===== src/rtl/approx_pkg.sv =====
// Shared constants and FSM state type for the approximate-multiplier metric blocks.
package approx_pkg;

    localparam int P_W_DEF   = 4;
    localparam int CNT_W_DEF = 8;

    typedef enum logic [1:0] {
        ST_IDLE = 2'd0,
        ST_RUN  = 2'd1,
        ST_DONE = 2'd2
    } state_e;

endpackage


===== src/rtl/err_dist.sv =====
// Combinational unsigned error distance |a - b|, shared by the metric blocks.
module err_dist #(
    parameter int W = 4
) (
    input  logic [W-1:0] a,
    input  logic [W-1:0] b,
    output logic [W-1:0] d
);

    // Subtract the smaller operand from the larger so the result never wraps.
    always_comb begin
        if (a >= b) begin
            d = a - b;
        end else begin
            d = b - a;
        end
    end

endmodule


===== src/rtl/error_stats_accum.sv =====
// Accumulates error statistics (error count, summed and maximum error distance)
// over a run of exact/approximate product pairs of a programmable length.
module error_stats_accum
    import approx_pkg::*;
#(
    parameter int P_W   = P_W_DEF,
    parameter int CNT_W = CNT_W_DEF
) (
    input  logic                 clk,
    input  logic                 rst_n,
    input  logic                 start,
    input  logic [CNT_W-1:0]     n_samples,
    input  logic                 s_valid,
    output logic                 s_ready,
    input  logic [P_W-1:0]       s_ex,
    input  logic [P_W-1:0]       s_ap,
    output logic                 busy,
    output logic                 done,
    output logic [CNT_W-1:0]     err_cnt,
    output logic [P_W+CNT_W-1:0] sum_ed,
    output logic [P_W-1:0]       max_ed,
    output logic [CNT_W-1:0]     smp_cnt
);

    localparam int SUM_W = P_W + CNT_W;

    state_e             state_r,   state_nxt_s;
    logic [CNT_W-1:0]   n_lat_r,   n_lat_nxt_s;
    logic [CNT_W-1:0]   err_cnt_r, err_cnt_nxt_s;
    logic [SUM_W-1:0]   sum_ed_r,  sum_ed_nxt_s;
    logic [P_W-1:0]     max_ed_r,  max_ed_nxt_s;
    logic [CNT_W-1:0]   smp_cnt_r, smp_cnt_nxt_s;
    logic [CNT_W-1:0]   smp_inc_s;
    logic [P_W-1:0]     ed_s;
    logic               accept_s;

    err_dist #(.W(P_W)) u_err_dist (
        .a (s_ex),
        .b (s_ap),
        .d (ed_s)
    );

    assign accept_s  = s_valid && (state_r == ST_RUN);
    assign smp_inc_s = smp_cnt_r + {{(CNT_W-1){1'b0}}, 1'b1};

    // Next-state and next-statistics computation for the run controller.
    always_comb begin
        state_nxt_s   = state_r;
        n_lat_nxt_s   = n_lat_r;
        err_cnt_nxt_s = err_cnt_r;
        sum_ed_nxt_s  = sum_ed_r;
        max_ed_nxt_s  = max_ed_r;
        smp_cnt_nxt_s = smp_cnt_r;
        case (state_r)
            ST_IDLE, ST_DONE: begin
                if (start) begin
                    err_cnt_nxt_s = {CNT_W{1'b0}};
                    sum_ed_nxt_s  = {SUM_W{1'b0}};
                    max_ed_nxt_s  = {P_W{1'b0}};
                    smp_cnt_nxt_s = {CNT_W{1'b0}};
                    n_lat_nxt_s   = n_samples;
                    if (n_samples == {CNT_W{1'b0}}) begin
                        state_nxt_s = ST_DONE;
                    end else begin
                        state_nxt_s = ST_RUN;
                    end
                end else begin
                    state_nxt_s = state_r;
                end
            end
            ST_RUN: begin
                // start is deliberately not looked at here: a run cannot be restarted.
                if (accept_s) begin
                    sum_ed_nxt_s  = sum_ed_r + {{CNT_W{1'b0}}, ed_s};
                    max_ed_nxt_s  = (ed_s > max_ed_r) ? ed_s : max_ed_r;
                    err_cnt_nxt_s = (ed_s != {P_W{1'b0}}) ?
                                    (err_cnt_r + {{(CNT_W-1){1'b0}}, 1'b1}) : err_cnt_r;
                    smp_cnt_nxt_s = smp_inc_s;
                    if (smp_inc_s == n_lat_r) begin
                        state_nxt_s = ST_DONE;
                    end else begin
                        state_nxt_s = ST_RUN;
                    end
                end else begin
                    state_nxt_s = ST_RUN;
                end
            end
            default: begin
                state_nxt_s = ST_IDLE;
            end
        endcase
    end

    // State and result registers; reset aborts any run and clears all results.
    always_ff @(posedge clk or negedge rst_n) begin
        if (!rst_n) begin
            state_r   <= ST_IDLE;
            n_lat_r   <= {CNT_W{1'b0}};
            err_cnt_r <= {CNT_W{1'b0}};
            sum_ed_r  <= {SUM_W{1'b0}};
            max_ed_r  <= {P_W{1'b0}};
            smp_cnt_r <= {CNT_W{1'b0}};
        end else begin
            state_r   <= state_nxt_s;
            n_lat_r   <= n_lat_nxt_s;
            err_cnt_r <= err_cnt_nxt_s;
            sum_ed_r  <= sum_ed_nxt_s;
            max_ed_r  <= max_ed_nxt_s;
            smp_cnt_r <= smp_cnt_nxt_s;
        end
    end

    assign busy    = (state_r == ST_RUN);
    assign done    = (state_r == ST_DONE);
    assign s_ready = (state_r == ST_RUN);
    assign err_cnt = err_cnt_r;
    assign sum_ed  = sum_ed_r;
    assign max_ed  = max_ed_r;
    assign smp_cnt = smp_cnt_r;

endmodule


===== config.mk =====
export PLATFORM = sky130hd
export DESIGN_NAME = error_stats_accum
export DESIGN_NICKNAME = d
export VERILOG_FILES = /design/src/rtl/approx_pkg.sv /design/src/rtl/err_dist.sv /design/src/rtl/error_stats_accum.sv
export SDC_FILE = /design/constraint.sdc
export NUM_CORES = 1
export LEC_CHECK = 0
export ABC_AREA = 1
export CAP_MARGIN = 20
export CORE_ASPECT_RATIO = 0.6
export CORE_MARGIN = 3
export CORE_UTILIZATION = 30
export CTS_CLUSTER_DIAMETER = 30
export CTS_CLUSTER_SIZE = 28
export DETAILED_ROUTE_END_ITERATION = 6
export PLACE_DENSITY = 0.52
export SLEW_MARGIN = 25
export SYNTH_ARGS = -nofsm -noshare
export SYNTH_HDL_FRONTEND = slang
export SYNTH_SLANG_ARGS = --single-unit

===== constraint.sdc =====
create_clock -name clk -period 1.9 [get_ports clk]
set_input_delay 0.19 -clock clk [delete_from_list [all_inputs] [get_ports clk]]
set_output_delay 0.19 -clock clk [all_outputs]
set_load 0.02 [all_outputs]

# Word level (Yosys, flattened, before mapping)
# Index checks and enable logic that the tools add are counted.
dict set report totals {
  ff_bits 42
  input_bits 20
  out_inout_bits 35
  elab_cells 49
}
dict set report classes {
  addsub 5
  magnitude_cmp 2
  n_eq_ne 7
  muxes 19
  reduce_logical 10
}
# op count
set op_table {}
lappend op_table {{$mux 8} 4}
lappend op_table {{$pmux 8 s2} 2}
lappend op_table {{$mux 12} 2}
lappend op_table {{$pmux 12 s2} 1}
lappend op_table {{$add 8x1->8 const B} 2}
lappend op_table {{$mux 4} 4}
lappend op_table {{$add 12x4->12} 1}
lappend op_table {{$eq 8x8->1} 1}
lappend op_table {{$logic_not 8->1} 1}
lappend op_table {{$mux 2} 4}
lappend op_table {{$pmux 4 s2} 1}
lappend op_table {{$reduce_and 4->1} 2}
lappend op_table {{$sub 4x4->4} 2}
lappend op_table {{$ne 2x1->1 const B} 3}
lappend op_table {{$ge 4x4->1} 1}
lappend op_table {{$gt 4x4->1} 1}
lappend op_table {{$pmux 2 s2} 1}
lappend op_table {{$reduce_bool 4->1} 1}
lappend op_table {{$reduce_and 3->1} 1}
lappend op_table {{$eq 2x1->1 const B} 1}
lappend op_table {{$eq 2x2->1 const B} 1}
lappend op_table {{$logic_not 2->1} 1}
lappend op_table {{$ne 2x2->1 const B} 1}
lappend op_table {{$reduce_and 2->1} 1}
lappend op_table {{3 further kinds} 3}

# Logic depth before layout (Yosys ltp)
dict set report logic_depth {
  word_depth 6
  depth_mapped 21
  depth_no_buf 21
}

# Cells and area by module
# A second synthesis with hierarchy kept.
dict set report hier_totals {
  cells_unflattened 377
  hier_area_um2 2795.2
}
# mod instances cells_per_inst area_per_inst_um2 seq_area_each_um2
set by_module_without_submodules {}
lappend by_module_without_submodules {error_stats_accum 1 325 2449.8 1051.0}
lappend by_module_without_submodules {err_dist 1 52 345.3 0.0}

# Worst setup path after synthesis
# No wires, ideal clock.
dict set report synth_timing {
  path_type {input to register}
  start {input s_ex[0]}
  end {register sum_ed_r[10] (netlist: sum_ed[10])}
  setup_time_ns 0.122
  t_arrival_ns 2.416
  t_required_ns 1.778
  slack_ns -0.638
  path_stages 21
  path_buffers 0
  path_cell_list {inv_1 > ha_1 > inv_1 > fa_1 > inv_1 > nand2_1 > nand3_2 > nand2_2 > inv_1 > nand2_1 > nand2_1 > inv_1 > fa_1 > inv_1 > nand3_1 > nand2_1 > nand2_1 > nor2_8 > nand4_1 > o21ai_1 > a21oi_1}
}
dict set report synth_between {
  elab_chain_len 5
  elab_cells_between_ends 7
  classes_between {add/sub (3); order compare (1); mux (3)}
}
# element line
set synth_rtl {}
lappend synth_rtl {{start: declaration} error_stats_accum.sv:15} ;# input logic [P_W-1:0] s_ex,
lappend synth_rtl {{$sub 4x4->4 (tied with other cells)} err_dist.sv:15} ;# d = b - a;
lappend synth_rtl {{$mux 4 (*)} err_dist.sv:12} ;# if (a >= b) begin
lappend synth_rtl {{$add 12x4->12 (*)} error_stats_accum.sv:74} ;# sum_ed_nxt_s = sum_ed_r + {{CNT_W{1'b0}}, ed_s};
lappend synth_rtl {{$mux 12 (*)} error_stats_accum.sv:73} ;# if (accept_s) begin
lappend synth_rtl {{$pmux 12 s2 (*)} error_stats_accum.sv:54} ;# case (state_r)
lappend synth_rtl {{end signal: assignment} error_stats_accum.sv:100} ;# sum_ed_r <= {SUM_W{1'b0}};
lappend synth_rtl {{end signal: assignment} error_stats_accum.sv:107} ;# sum_ed_r <= sum_ed_nxt_s;
lappend synth_rtl {{end: declaration} error_stats_accum.sv:30} ;# logic [SUM_W-1:0] sum_ed_r, sum_ed_nxt_s;
# Mark *: on every way between the ends. The rest lies on a longest branch, timed or not. The select of a mux whose other input is x is not followed.
# A chain may end at the register's enable or synchronous reset.

# Final worst setup path
# Ends and elaborated chain as after synthesis.

==> impl_metrics.yaml <==
synthesis:
  synth-seq-area-share: 0.369
  synth-simple-area-share: 0.308
  synth_edf_count: 0
  synthArstFlopShare: 1.00
  synth-adder-area-share: 0.100
  yosysTopAreaCell: "dfrtp_1"
  syn_inst: 375
  ys.warnings.count: 0
  ys_ff_latch: 42
  synth.mux.area_fraction: 0
  syn_nets: 416
  synth_top_area_share: 0.369
  synthesis.area_um2: 2850
  synth_cell_type_count: 33
  synth_compound_area_frac: 0.106
  syn_area_per_cell_um2: 7.60
  synth_area_leaders: "dfrtp_1 (37%), nand2_1 (13%), ha_1 (7.9%), inv_1 (7.6%), nand3_1 (5.4%)"
  synth_top_family_by_area: "simple AND/OR/NAND/NOR gates"
  synth-xor-area-share: 0.0215
  synth-main-ff-cell: "dfrtp_1"
layout:
  nNetsFinal: 499
  fill_cells: 864
  multi_input_area_um2: 1810
  ff_latch_area_um2: 1050
  syn2layout_area_growth_pct: 47.1
  drive_gt1_frac: 0.237
  num_antenna_cells: 0
  fin_area_um2: 4190
  fin_util: 0.472
clocking:
  cts_tree: "built"
  clk_pin_slew_worst_paths_ns: 0.06
  cts.sink_count: 42
  clock_latency_ns: 0.29
  htreeDepth: 2
  cts_max_path_buffers: 2
  cts_buffers: 5
  cts_root_buffer: "clkbuf_16"
timing:
  worst-slew-pin-transition_ns: 0.527
  max-slew-margin-rel: 0.649
  setup_viol: 14
  hold_viol: 0
  min_period_over_period: 1.21
  max_freq_mhz: 435
  slew_violations: 0
  rsz0062_at_grt: "yes"
  setup_ws_ns: -0.401
  layout_min_cycle_time_ns: 2.30
  worst_clock_skew_ns: 0.00751
  holdWs_ns: 0.412
critical_path:
  rr_startpoint: "sum_ed[0]$_DFFE_PN0P_"
  reg2reg_to: "sum_ed[10]$_DFFE_PN0P_"
  cp-end-kind: "flop"
  crit_path_end: "sum_ed[10]$_DFFE_PN0P_"
  cp_max_fo: 5
  ff2ff_path_depth: 11
  critical_path_class: "primary input to flop"
  arrival_ns: 2.48
  start_kind: "primary input"
  regToRegSetupSlack_ns: 0.08
  required_ns: 2.07
  crit_start: "s_ex[0]"
detailed_routing:
  first_pass_iters: 4
  drt_iter0_drc: 112
  route.detailed.drc: 0
  routed_wl_mm: 7.94
  vias: 2695
  viasPerCell: 4.61
  ant_nets: 0
  wl_per_cell_um: 13.6
run:
  timing.max_cap.violations: 0
die:
  row_count: 26
  chipHeight_um: 81.5
  io_pins: 55
  core_um2: 8880
  dieArea_um2: 10700
  start_util: 0.321
  die_w_um: 132
placement:
  pre_cts_slack_ns: -1.24
  place_hpwl_mm: 5.95
  io_buffers: 54
  dpl_cell_area_um2: 3780
  gp_congestion: 0.843
power:
  ir_worst_vdd_uv: 580
  finalPower_uw: 5070
  power.leakage_uw: 0.00193
  p_per_area_nw_per_um2: 1210
outcome:
  violations: "negative setup slack"
  outcome: "complete, but fails checks"
global_routing:
  grtUsageTotal: 0.157
  antenna_found_initial: 0
  grt_overflow: 0
  grt_pass1_vias: 2658
  grt_pass1_wl_mm: 13.6
  grt_max_degree: 24
worst_hold_path:
  hp-class: "primary input to async pin"
-- cell usage after synthesis, drive strengths merged, types with 5 or more instances --
| cell type | instances |
|---|---|
| a21oi | 20 |
| a22o | 5 |
| dfrtp | 42 |
| ha | 18 |
| inv | 62 |
| nand2 | 105 |
| nand3 | 32 |
| nand4 | 7 |
| nor2 | 26 |
| nor3 | 7 |
| o21ai | 22 |
| xor2 | 5 |
-- critical path: stages --
cell	delay (ns)
buf_12	0.11
inv_12	0.04
ha_4	0.12
inv_4	0.03
fa_2	0.37
inv_2	0.07
nand2_2	0.07
nand3_4	0.11
nand2_8	0.08
inv_6	0.07
nand2_4	0.05
nand2_4	0.09
inv_2	0.04
fa_2	0.34
inv_2	0.06
nand3_2	0.06
nand2_2	0.09
nand2_4	0.07
nor2_8	0.13
nand4_1	0.11
o21ai_1	0.15
a21oi_1	0.05
-- cell type report --
| type | instances | share of cell area |
|---|---|---|
| sequential | 42 | 0.251 |
| timing repair buffer | 82 | 0.183 |
| inverter | 62 | 0.0627 |
| clock inverter | 1 | 0.00119 |
| tap | 126 | 0.0376 |
| clock buffer | 7 | 0.0340 |
| multi-input combinational | 265 | 0.431 |
-- stage by stage --
stage / setup TNS (ns) / instances
finish: -4.39 / 585
global route: -6.15 / 585
CTS: -3.95 / 583
detailed placement: -23.32 / 573
global placement: -22.09 / 573
floorplan: -3.98 / 375
-- kinds of logic after synthesis --
family | count (synthesis)
xor gates and xnor gates | 7
DFF | 42
AOI/OAI and AO/OA | 54
and+or+nand+nor | 183
adders and majority gates | 21
buffers and inverters | 68
-- power breakdown --
part	internal [uW]	switching (uW)	total (uW)
clock network	521	352	874
registers	1150	281	1430
logic	1210	1550	2760
-- per-layer routing --
layer | up-vias | share of wire | global-route usage
met3 | 9 | 0.053 | 0.0392
met5 | - | 0 | 0
met4 | 0 | 0.0099 | 0.0325
met2 | 55 | 0.43 | 0.239
li1 | 1379 | - | -
met1 | 1252 | 0.51 | 0.228
-- how the worst min path moves through the flow --
stage	start	end	slack (ns)	cells past startpoint
3_3_place_gp	rst_n	smp_cnt[7]$_DFFE_PN0P_	0.19	1
5_1_grt	rst_n	smp_cnt[7]$_DFFE_PN0P_	0.48	2
2_1_floorplan	rst_n	err_cnt[0]$_DFFE_PN0P_	-0.11	0
4_1_cts	rst_n	smp_cnt[7]$_DFFE_PN0P_	0.44	2
3_5_place_dp	rst_n	smp_cnt[7]$_DFFE_PN0P_	0.20	1
6_report	rst_n	smp_cnt[7]$_DFFE_PN0P_	0.41	2
-- cells in the final DEF, fill, tap and decap left out, types with 4 or more instances in the layout --
cell type and n:
nand2_1 86, inv_2 12, a22o_1 5, inv_1 45, nand3_1 29, ha_4 8, o21ai_0 16, buf_4 24
clkbuf_16 5, nor2_1 17, nor2_2 5, nand4_1 7, ha_1 9, nand3b_1 4, nand2_8 4, nand2_2 8
nor3_1 6, o22ai_1 4, a21oi_1 14, dfrtp_1 42, xor2_1 5, a21oi_2 5, dlygate4sd2_1 4, clkdlybuf4s50_1 44
nand2_4 7
-- state kept, by name, summed over array words and instances (netlist names) --
name	cells
max_ed	4
n_lat_r	8
sum_ed	12
state_r	2
err_cnt	8
smp_cnt	8
-- what timing repair did --
action,in CTS,in global routing
hold buffers,1,0
setup buffers,2,2
pin swaps,22,20
endpoints found under the setup margin,23,26
resized for setup,51,27
endpoints found under the hold margin,19,0
Note: power is estimated with default switching activity, not from simulation.
